--- src/rtl/scan_sel_sequencer_pkg.sv ---
// Shared constants for the scan-select decoder family: channel count and
// sequencer state encodings.
package scan_sel_sequencer_pkg;

  localparam int NUM_CH = 8;
  localparam int CH_W   = 3;

  typedef enum logic {
    ST_IDLE = 1'b0,
    ST_SCAN = 1'b1
  } state_t;

endpackage

--- src/rtl/scan_sel_sequencer_next_channel_finder.sv ---
// Combinational circular search for the next enabled channel strictly above
// cur (7 wraps to 0). Flags wrap when the result is not above cur.
module next_channel_finder
  import scan_sel_sequencer_pkg::*;
(
  input  logic [NUM_CH-1:0] mask,
  input  logic [CH_W-1:0]   cur,
  output logic [CH_W-1:0]   nxt,
  output logic              wrap
);

  logic [CH_W-1:0] idx;

  // Walk offsets from farthest to nearest so the nearest set bit wins.
  always_comb begin
    nxt = cur;
    idx = cur;
    for (int k = NUM_CH; k >= 1; k--) begin
      idx = cur + CH_W'(k);
      if (mask[idx]) nxt = idx;
    end
    wrap = (nxt <= cur);
  end

endmodule

--- src/rtl/scan_sel_sequencer.sv ---
// Channel scan sequencer: dwells dwell+1 cycles on each enabled channel and
// drives a registered 3-bit select for a downstream 3-to-8 decoder.
module scan_sel_sequencer
  import scan_sel_sequencer_pkg::*;
#(
  parameter int DWELL_W = 8
) (
  input  logic               clk,
  input  logic               rst,
  input  logic               en,
  input  logic [NUM_CH-1:0]  mask,
  input  logic [DWELL_W-1:0] dwell,
  output logic [CH_W-1:0]    sel,
  output logic               sel_valid,
  output logic               step,
  output logic               frame_done,
  output state_t             dbg_state
);

  state_t             state;
  logic [DWELL_W-1:0] cnt;
  logic [CH_W-1:0]    cur;
  logic [CH_W-1:0]    nxt;
  logic               wrap;
  logic               go;

  // From IDLE, searching above the top channel yields the lowest set bit.
  assign cur = (state == ST_SCAN) ? sel : CH_W'(NUM_CH - 1);
  assign go  = en && (mask != '0);

  next_channel_finder u_finder (
    .mask (mask),
    .cur  (cur),
    .nxt  (nxt),
    .wrap (wrap)
  );

  always_ff @(posedge clk or posedge rst) begin
    if (rst) begin
      state      <= ST_IDLE;
      sel        <= '0;
      sel_valid  <= 1'b0;
      step       <= 1'b0;
      frame_done <= 1'b0;
      cnt        <= '0;
    end else begin
      case (state)
        ST_IDLE: begin
          step       <= 1'b0;
          frame_done <= 1'b0;
          cnt        <= '0;
          if (go) begin
            state     <= ST_SCAN;
            sel       <= nxt;
            sel_valid <= 1'b1;
          end else begin
            sel       <= '0;
            sel_valid <= 1'b0;
          end
        end
        ST_SCAN: begin
          // Dropping en or mask wins over a terminal count.
          if (!go) begin
            state      <= ST_IDLE;
            sel        <= '0;
            sel_valid  <= 1'b0;
            step       <= 1'b0;
            frame_done <= 1'b0;
            cnt        <= '0;
          end else if (cnt >= dwell) begin
            sel        <= nxt;
            step       <= 1'b1;
            frame_done <= wrap;
            cnt        <= '0;
          end else begin
            step       <= 1'b0;
            frame_done <= 1'b0;
            cnt        <= cnt + DWELL_W'(1);
          end
        end
        default: begin
          state     <= ST_IDLE;
          sel       <= '0;
          sel_valid <= 1'b0;
          step      <= 1'b0;
          frame_done <= 1'b0;
          cnt       <= '0;
        end
      endcase
    end
  end

  assign dbg_state = state;

endmodule

--- config.mk ---
export PLATFORM = sky130hd
export DESIGN_NAME = scan_sel_sequencer
export DESIGN_NICKNAME = d
export VERILOG_FILES = /design/src/rtl/scan_sel_sequencer_pkg.sv /design/src/rtl/scan_sel_sequencer_next_channel_finder.sv /design/src/rtl/scan_sel_sequencer.sv
export SDC_FILE = /design/constraint.sdc
export NUM_CORES = 1
export LEC_CHECK = 0
export BUFFER_PORTS_ARGS = -buffer_cell sky130_fd_sc_hd__clkbuf_2
export CAP_MARGIN = 20
export CORE_ASPECT_RATIO = 0.6
export CORE_MARGIN = 8
export CORE_UTILIZATION = 50
export DETAILED_ROUTE_END_ITERATION = 8
export PLACE_DENSITY = 0.8
export SYNTH_ARGS = -nofsm -noshare
export SYNTH_HDL_FRONTEND = slang
export SYNTH_SLANG_ARGS = --single-unit
--- constraint.sdc ---
create_clock -name clk -period 4.4 [get_ports clk]
set_input_delay 0.22 -clock clk [delete_from_list [all_inputs] [get_ports clk]]
set_output_delay 0.22 -clock clk [all_outputs]
set_load 0.02 [all_outputs]
* Word level (Yosys, flattened, before mapping)
Cells that the tools add are included.
** Word-level totals
- Register bits :: 15
- Input port bits :: 19
- Output and inout port bits :: 7
- Word-level logic and storage cells :: 66
** Cells by class
- Add/subtract/negate cells :: 8
- $lt $le $gt $ge :: 9
- Eq/ne operators :: 2
- Multiplexer cells :: 38
- Bitwise logic cells :: 1
- Reductions and logical operators :: 2
** Operators with widths (count)
- 3-bit two-way mux :: 11
- 3-bit by 4-bit less-than comparator with 1-bit output (second input constant) :: 7
- 1-bit binary-select mux with 3-bit select :: 7
- 8-bit two-way mux :: 2
- 8-bit one-hot mux with 2 select lines :: 1
- 1-bit two-way mux :: 13
- 3-bit adder (second input constant) :: 4
- 8-bit by 1-bit adder with 8-bit output (second input constant) :: 1
- 8-bit greater-or-equal comparator :: 1
- 8-bit nonzero test :: 1
- 3-bit by 2-bit adder with 3-bit output (second input constant) :: 2
- 1-bit one-hot mux with 2 select lines :: 3
- 3-bit one-hot mux with 2 select lines :: 1
- 3-bit by 1-bit adder with 3-bit output (second input constant) :: 1
- 3-bit <= comparator :: 1
- 3-bit by 2-bit inequality test with 1-bit output (second input constant) :: 1
- 2-bit inequality test (second input constant) :: 1
- 1-bit logical AND :: 1
- 1-bit NOT :: 1

* Logic depth before layout (Yosys ltp)
- Depth after elaboration :: 15
- Gate-level depth with buffers :: 17
- Mapped depth without buffers :: 15

* By module
A second synthesis with hierarchy kept.
** Second synthesis, totals
- Cell total of the unflattened synthesis :: 191
- Area total of the unflattened synthesis :: 1905.6 um^2
** Modules (own cells, without submodules)
- next_channel_finder :: times used 1, cells an instance 103, area an instance 1024.7 um^2, seq. area each 0.0 um^2
- scan_sel_sequencer :: times used 1, cells an instance 88, area an instance 880.8 um^2, seq. area each 375.4 um^2

* Least setup slack after synthesis
Ideal clock, no wire load.
- Path type :: reg2reg
- From :: register state (netlist: dbg_state)
- To :: register frame_done
- Library setup time :: 0.073 ns
- Data arrival time :: 3.109 ns
- Required time :: 4.327 ns
- Setup slack :: 1.218 ns
- Cell stages (with the launch flop) :: 18
- Path buffers :: 2
- Clock period less this slack :: 3.182 ns
- Cell sequence :: dfrtp_1 nor2b_2 buf_6 buf_6 ha_1 xor2_1 mux2_2 o21ai_0 o21ai_0 a21oi_1 a211oi_2 o21ai_1 nand2_1 ha_1 a21o_1 a21oi_1 a41oi_1 nor2b_1
** Between the ends
- Word-level cells in the longest chain between the ends :: 15
- Elaborated cells between the ends (all ways) :: 34
- Those cells by class :: add/sub: 7; order compare: 1; mux: 25; bitwise: 1
** RTL lines
- start, declared :: RTL line scan_sel_sequencer.sv:20 : state_t state;
- start signal, assigned :: RTL line scan_sel_sequencer.sv:40 : state <= ST_IDLE;
- start signal, assigned :: RTL line scan_sel_sequencer.sv:53 : state <= ST_SCAN;
- start signal, assigned :: RTL line scan_sel_sequencer.sv:64 : state <= ST_IDLE;
- 3-bit two-way mux :: RTL line scan_sel_sequencer.sv:28 : assign cur = (state == ST_SCAN) ? sel : CH_W'(NUM_CH - 1);
- 3-bit adder :: RTL line scan_sel_sequencer_next_channel_finder.sv:19 : idx = cur + CH_W'(k);
- 1-bit binary-select mux with 3-bit select :: RTL line scan_sel_sequencer_next_channel_finder.sv:20 : if (mask[idx]) nxt = idx;
- 1-bit two-way mux (not written as such) :: RTL line scan_sel_sequencer_next_channel_finder.sv:20
- 3-bit two-way mux (7 in a row) :: RTL line scan_sel_sequencer_next_channel_finder.sv:20
- 3-bit <= comparator :: RTL line scan_sel_sequencer_next_channel_finder.sv:22 : wrap = (nxt <= cur);
- 1-bit two-way mux :: RTL line scan_sel_sequencer.sv:70 : end else if (cnt >= dwell) begin
- 1-bit two-way mux :: RTL line scan_sel_sequencer.sv:63 : if (!go) begin
- 1-bit one-hot mux with 2 select lines (*) :: RTL line scan_sel_sequencer.sv:47 : case (state)
- end signal, assigned :: RTL line scan_sel_sequencer.sv:73 : frame_done <= wrap;
- end, declared :: RTL line scan_sel_sequencer.sv:16 : output logic frame_done,
Every way passes the cells marked *; elsewhere a longest branch is shown, timed or not. The select of a mux whose other input is x is not followed.
A chain may end at the register's enable or synchronous reset.

* Worst setup path in the final report
Ends and elaborated chain as after synthesis.

==> impl_metrics.xml <==
<?xml version="1.0" encoding="UTF-8"?>
<metrics>
  <group name="clock_network">
    <metric name="cts_inserted_buffers" unit="">3</metric>
    <metric name="cts-root-to-sink-buffers" unit="">2</metric>
    <metric name="postCtsSetupRepairBufs" unit="">0</metric>
    <metric name="clock_tree_root_buffer_cell" unit="">sky130_fd_sc_hd__clkbuf_8</metric>
    <metric name="post_cts_resized" unit="">0</metric>
    <metric name="clk_latency" unit="ns">0.25</metric>
    <metric name="clock-sinks" unit="">15</metric>
    <metric name="htree_levels" unit="">1</metric>
    <metric name="cts_hold_buffers_added" unit="">0</metric>
    <metric name="tritoncts" unit="">built</metric>
    <metric name="clock_pin_slew_on_the_worst_setup_and_hold_paths" unit="ns">0.06</metric>
  </group>
  <group name="logic_synthesis">
    <metric name="yosysUniqueCellTypes" unit="">48</metric>
    <metric name="synthCells" unit="">188</metric>
    <metric name="netlist_area" unit="um^2">1690</metric>
    <metric name="ys_warn_count" unit="">0</metric>
    <metric name="synth_top_flop_cell" unit="">sky130_fd_sc_hd__dfrtp_1</metric>
    <metric name="synth_edf_count" unit="">0</metric>
    <metric name="avgSynthCellArea" unit="um^2">8.96</metric>
    <metric name="synth-seq-area-share" unit="%">22.3</metric>
    <metric name="async_flop_share" unit="%">100</metric>
    <metric name="synth_fp_nets" unit="">220</metric>
    <metric name="synth-xor-area-share" unit="%">6.16</metric>
    <metric name="dominant_combinational_cell_family_by_area_after_synthesis" unit="">multiplexers</metric>
    <metric name="synth-simple-area-share" unit="%">16.9</metric>
    <metric name="synth_compound_gate_area_share" unit="%">19.1</metric>
    <metric name="synth_seq_cells" unit="">15</metric>
    <metric name="synthMuxAreaShare" unit="%">19.9</metric>
    <metric name="synth_area_in_adders" unit="%">9.65</metric>
  </group>
  <group name="power_and_ir_drop">
    <metric name="max_vdd_drop" unit="mV">0.159</metric>
    <metric name="clock_power_share" unit="%">14.6</metric>
    <metric name="switching_power" unit="W">0.000343</metric>
    <metric name="net_switching_share_of_the_total_power" unit="%">45.3</metric>
    <metric name="seq_power_share" unit="%">22.6</metric>
    <metric name="comb_power_share" unit="%">62.8</metric>
    <metric name="p_leak" unit="nW">0.940</metric>
    <metric name="internal_power" unit="W">0.000415</metric>
    <metric name="cellPowerDensity" unit="nW/um^2">402</metric>
  </group>
  <group name="setup_path">
    <metric name="worst-endpoint-required" unit="ns">4.58</metric>
    <metric name="worstSetupEndpointType" unit="">flip-flop</metric>
    <metric name="slowest_delay" unit="ns">0.59</metric>
    <metric name="crit_type" unit="">flip-flop to flip-flop</metric>
    <metric name="start_kind" unit="">flip-flop</metric>
    <metric name="worstPathMaxFanout" unit="">14</metric>
    <metric name="path_cells" unit="">nor2b_2 &gt; ha_1 &gt; xor2_1 &gt; mux2_2 &gt; o21ai_0 &gt; o21ai_0 &gt; a21oi_1 &gt; a211oi_2 &gt; o21ai_1 &gt; nand2_1 &gt; ha_1 &gt; a21o_1 &gt; a21oi_1 &gt; a41oi_1 &gt; nor2b_1</metric>
    <metric name="critical-path-slowest-cell" unit="">sky130_fd_sc_hd__dfrtp_1</metric>
    <metric name="worst-endpoint-arrival" unit="ns">4.06</metric>
  </group>
  <group name="min_path">
    <metric name="timing.hold.worst.class" unit="">primary input to async pin</metric>
  </group>
  <group name="route">
    <metric name="drt-wirelength-per-cell" unit="um">17.2</metric>
    <metric name="detail_routed_via_count_per_cell" unit="">6.04</metric>
    <metric name="detailedRoute.firstIterationViolations" unit="">246</metric>
    <metric name="drt_pass1_iterations" unit="">4</metric>
    <metric name="remaining_drc_errors" unit="">0</metric>
    <metric name="wl" unit="mm">4.44</metric>
    <metric name="total_number_of_vias" unit="">1558</metric>
    <metric name="final_antenna_net_count" unit="">0</metric>
  </group>
  <group name="placement">
    <metric name="hpwl" unit="mm">3.69</metric>
    <metric name="placed_cells" unit="">254</metric>
    <metric name="place.gp.congestion" unit="">0.954</metric>
    <metric name="io_buffers" unit="">25</metric>
  </group>
  <group name="sta">
    <metric name="tightest_slew" unit="ns">0.594</metric>
    <metric name="setup_violations" unit="">0</metric>
    <metric name="timing.setup.tns" unit="ns">0</metric>
    <metric name="timing.fmax" unit="GHz">0.258</metric>
    <metric name="finalWorstPathRequiredPeriod" unit="ns">3.88</metric>
    <metric name="clock-skew-final" unit="ns">0.00615</metric>
    <metric name="hold_viol_final" unit="">0</metric>
    <metric name="final_min_period_over_clock_period" unit="%">88.2</metric>
    <metric name="slew-limit-headroom" unit="%">59.3</metric>
    <metric name="number_of_slew_limit_violations_in_the_final_report" unit="">0</metric>
    <metric name="rsz_0062_raised_after_global_routing" unit="">no</metric>
  </group>
  <group name="floorplanning">
    <metric name="floorplan.core_area" unit="um^2">3240</metric>
    <metric name="row_count" unit="">16</metric>
    <metric name="io_pins" unit="">26</metric>
    <metric name="die_h" unit="um">61.0</metric>
    <metric name="floorplan.die_area" unit="um^2">5550</metric>
    <metric name="initial_core_util" unit="%">52.0</metric>
    <metric name="die_w" unit="um">91.0</metric>
  </group>
  <group name="final_layout">
    <metric name="instances_no_fill" unit="">258</metric>
    <metric name="fillerInstances" unit="">303</metric>
    <metric name="antenna_cells" unit="">0</metric>
    <metric name="drive_above_1_share" unit="%">24.4</metric>
    <metric name="finalNetCount" unit="">246</metric>
    <metric name="syn2layout_area_growth" unit="%">12.0</metric>
  </group>
  <group name="run">
    <metric name="drv.max_cap_violation_count" unit="">0</metric>
  </group>
  <group name="global_routing">
    <metric name="grt_antenna_before_repair" unit="">0</metric>
    <metric name="grt_max_degree" unit="">16</metric>
    <metric name="first_global_vias" unit="">1422</metric>
    <metric name="grt_remaining_overflow" unit="">0</metric>
    <metric name="grt_util_all_layers" unit="%">16.8</metric>
    <metric name="global_route_wire_length_before_repair" unit="mm">7.43</metric>
  </group>
  <group name="status">
    <metric name="run_status" unit="">finished, final reports clean</metric>
  </group>
</metrics>
[kinds of logic (layout without fill, tap and decap cells)]
group / count (synthesis) / count (layout)
xor gates and xnor gates: 11 / 11
and+or+nand+nor: 59 / 59
DFF: 15 / 15
buffers and inverters: 22 / 47
adders and majority gates: 13 / 13
muxes: 23 / 23
AOI/OAI and AO/OA: 45 / 45
[cell usage in the layout, fill, tap and decap left out, types with 3 or more instances in the layout]
master | synthesis | routed
sky130_fd_sc_hd__nand2_1 | 15 | 15
sky130_fd_sc_hd__nand2b_1 | 3 | 3
sky130_fd_sc_hd__xor2_1 | 8 | 8
sky130_fd_sc_hd__a21boi_1 | 3 | 3
sky130_fd_sc_hd__dfrtp_1 | 15 | 15
sky130_fd_sc_hd__nand3_1 | 12 | 12
sky130_fd_sc_hd__nor2_1 | 15 | 15
sky130_fd_sc_hd__mux4_2 | 8 | 8
sky130_fd_sc_hd__and3_1 | 5 | 5
sky130_fd_sc_hd__clkbuf_2 | 0 | 25
sky130_fd_sc_hd__ha_1 | 13 | 13
sky130_fd_sc_hd__inv_1 | 13 | 13
sky130_fd_sc_hd__o21ai_0 | 7 | 7
sky130_fd_sc_hd__o21a_1 | 3 | 3
sky130_fd_sc_hd__a21oi_1 | 6 | 6
sky130_fd_sc_hd__mux2_2 | 4 | 4
sky130_fd_sc_hd__clkbuf_8 | 0 | 3
sky130_fd_sc_hd__mux2i_1 | 11 | 11
[cell type report]
cell class	instances	area [um^2]	area share [%]
clock buffer	4	45.0	2.39
inverter	16	62.6	3.32
multi-input combinational	151	1210	64.0
sequential	15	375	19.9
tap	45	56.3	2.98
timing repair buffer	27	140	7.43
[per-layer routing]
metal | up-vias | part of all wire [%] | track usage [%]
met4 | 0 | 1.3 | 4.85
met5 | - | 0 | 0
li1 | 738 | - | -
met3 | 9 | 11 | 4.57
met1 | 723 | 50 | 25.1
met2 | 88 | 37 | 22.4
[path summary, 6_finish.rpt]
| check | start | to | cells after the start | slack [ns] |
|---|---|---|---|---|
| hold / removal | rst | step | 2 | 0.004 |
| min in group clk | en | dbg_state | 2 | 0.34 |
| setup / recovery | dbg_state | frame_done | 15 | 0.52 |
| setup reg to reg | dbg_state | frame_done | 15 | 0.52 |
| hold reg to reg | sel_valid | sel_valid | 1 | 0.51 |
| max in group asynchronous | rst | cnt[2] | 2 | 4.01 |
[power groups by stage]
stage | logic (W) | registers (W) | clock network, W
floorplan | 0.000355 | 0.000174 | 0
global placement | 0.000458 | 0.000172 | 0
detailed placement | 0.000463 | 0.000172 | 0
CTS | 0.000466 | 0.000170 | 0.000113
global route | 0.000515 | 0.000173 | 0.000119
finish | 0.000476 | 0.000171 | 0.000111
[Yosys cell counts (all sizes together), types with 2 or more instances]
cell / n / area share [%]
inv: 16 / 3.7
nand2: 16 / 3.7
dfrtp: 15 / 22
nor2: 15 / 3.3
ha: 13 / 9.7
nand3: 12 / 3.6
mux2i: 11 / 6.5
o21ai: 11 / 3.7
mux4: 8 / 11
xor2: 8 / 4.2
a21oi: 7 / 2.3
and3: 5 / 1.9
buf: 4 / 1.9
mux2: 4 / 2.7
a211oi: 3 / 1.6
a21boi: 3 / 1.3
nand2b: 3 / 1.1
nor2b: 3 / 1.3
o21a: 3 / 1.3
xnor2: 3 / 2.0
a21o: 2 / 0.89
a22o: 2 / 1.0
a22oi: 2 / 0.89
a31o: 2 / 1.0
clkbuf: 2 / 0.45
nor4: 2 / 0.74
o22ai: 2 / 0.74
[metrics by stage]
step | instance area (um^2) | utilization, % | hold WS, ns | setup WS [ns] | total power (W)
final | 1890 | 58.2 | 0.00352 | 0.520 | 0.000758
after CTS | 1890 | 58.2 | 0.0204 | 0.666 | 0.000749
after floorplan | 1690 | - | 0.121 | 1.22 | 0.000529
after global routing | 1890 | 58.2 | 0.0632 | 0.389 | 0.000807
after detailed placement | 1840 | 56.8 | 0.281 | 0.733 | 0.000635
after global placement | 1840 | 56.8 | 0.273 | 0.694 | 0.000630
[flip-flops by register name, indices dropped and copies added, names as in the netlist]
name        count
cnt             8
dbg_state       1
frame_done      1
sel             3
sel_valid       1
step            1
[critical path: cells and delay by family, from the launching register on]
kind	cells	cell delay, ns
and+or+nand+nor	3	0.70
muxes	1	0.35
xor gates and xnor gates	1	0.18
DFF	1	0.59
adders and majority gates	2	0.69
AOI/OAI and AO/OA	8	1.31
No activity file was read; power rests on OpenSTA's default activity.
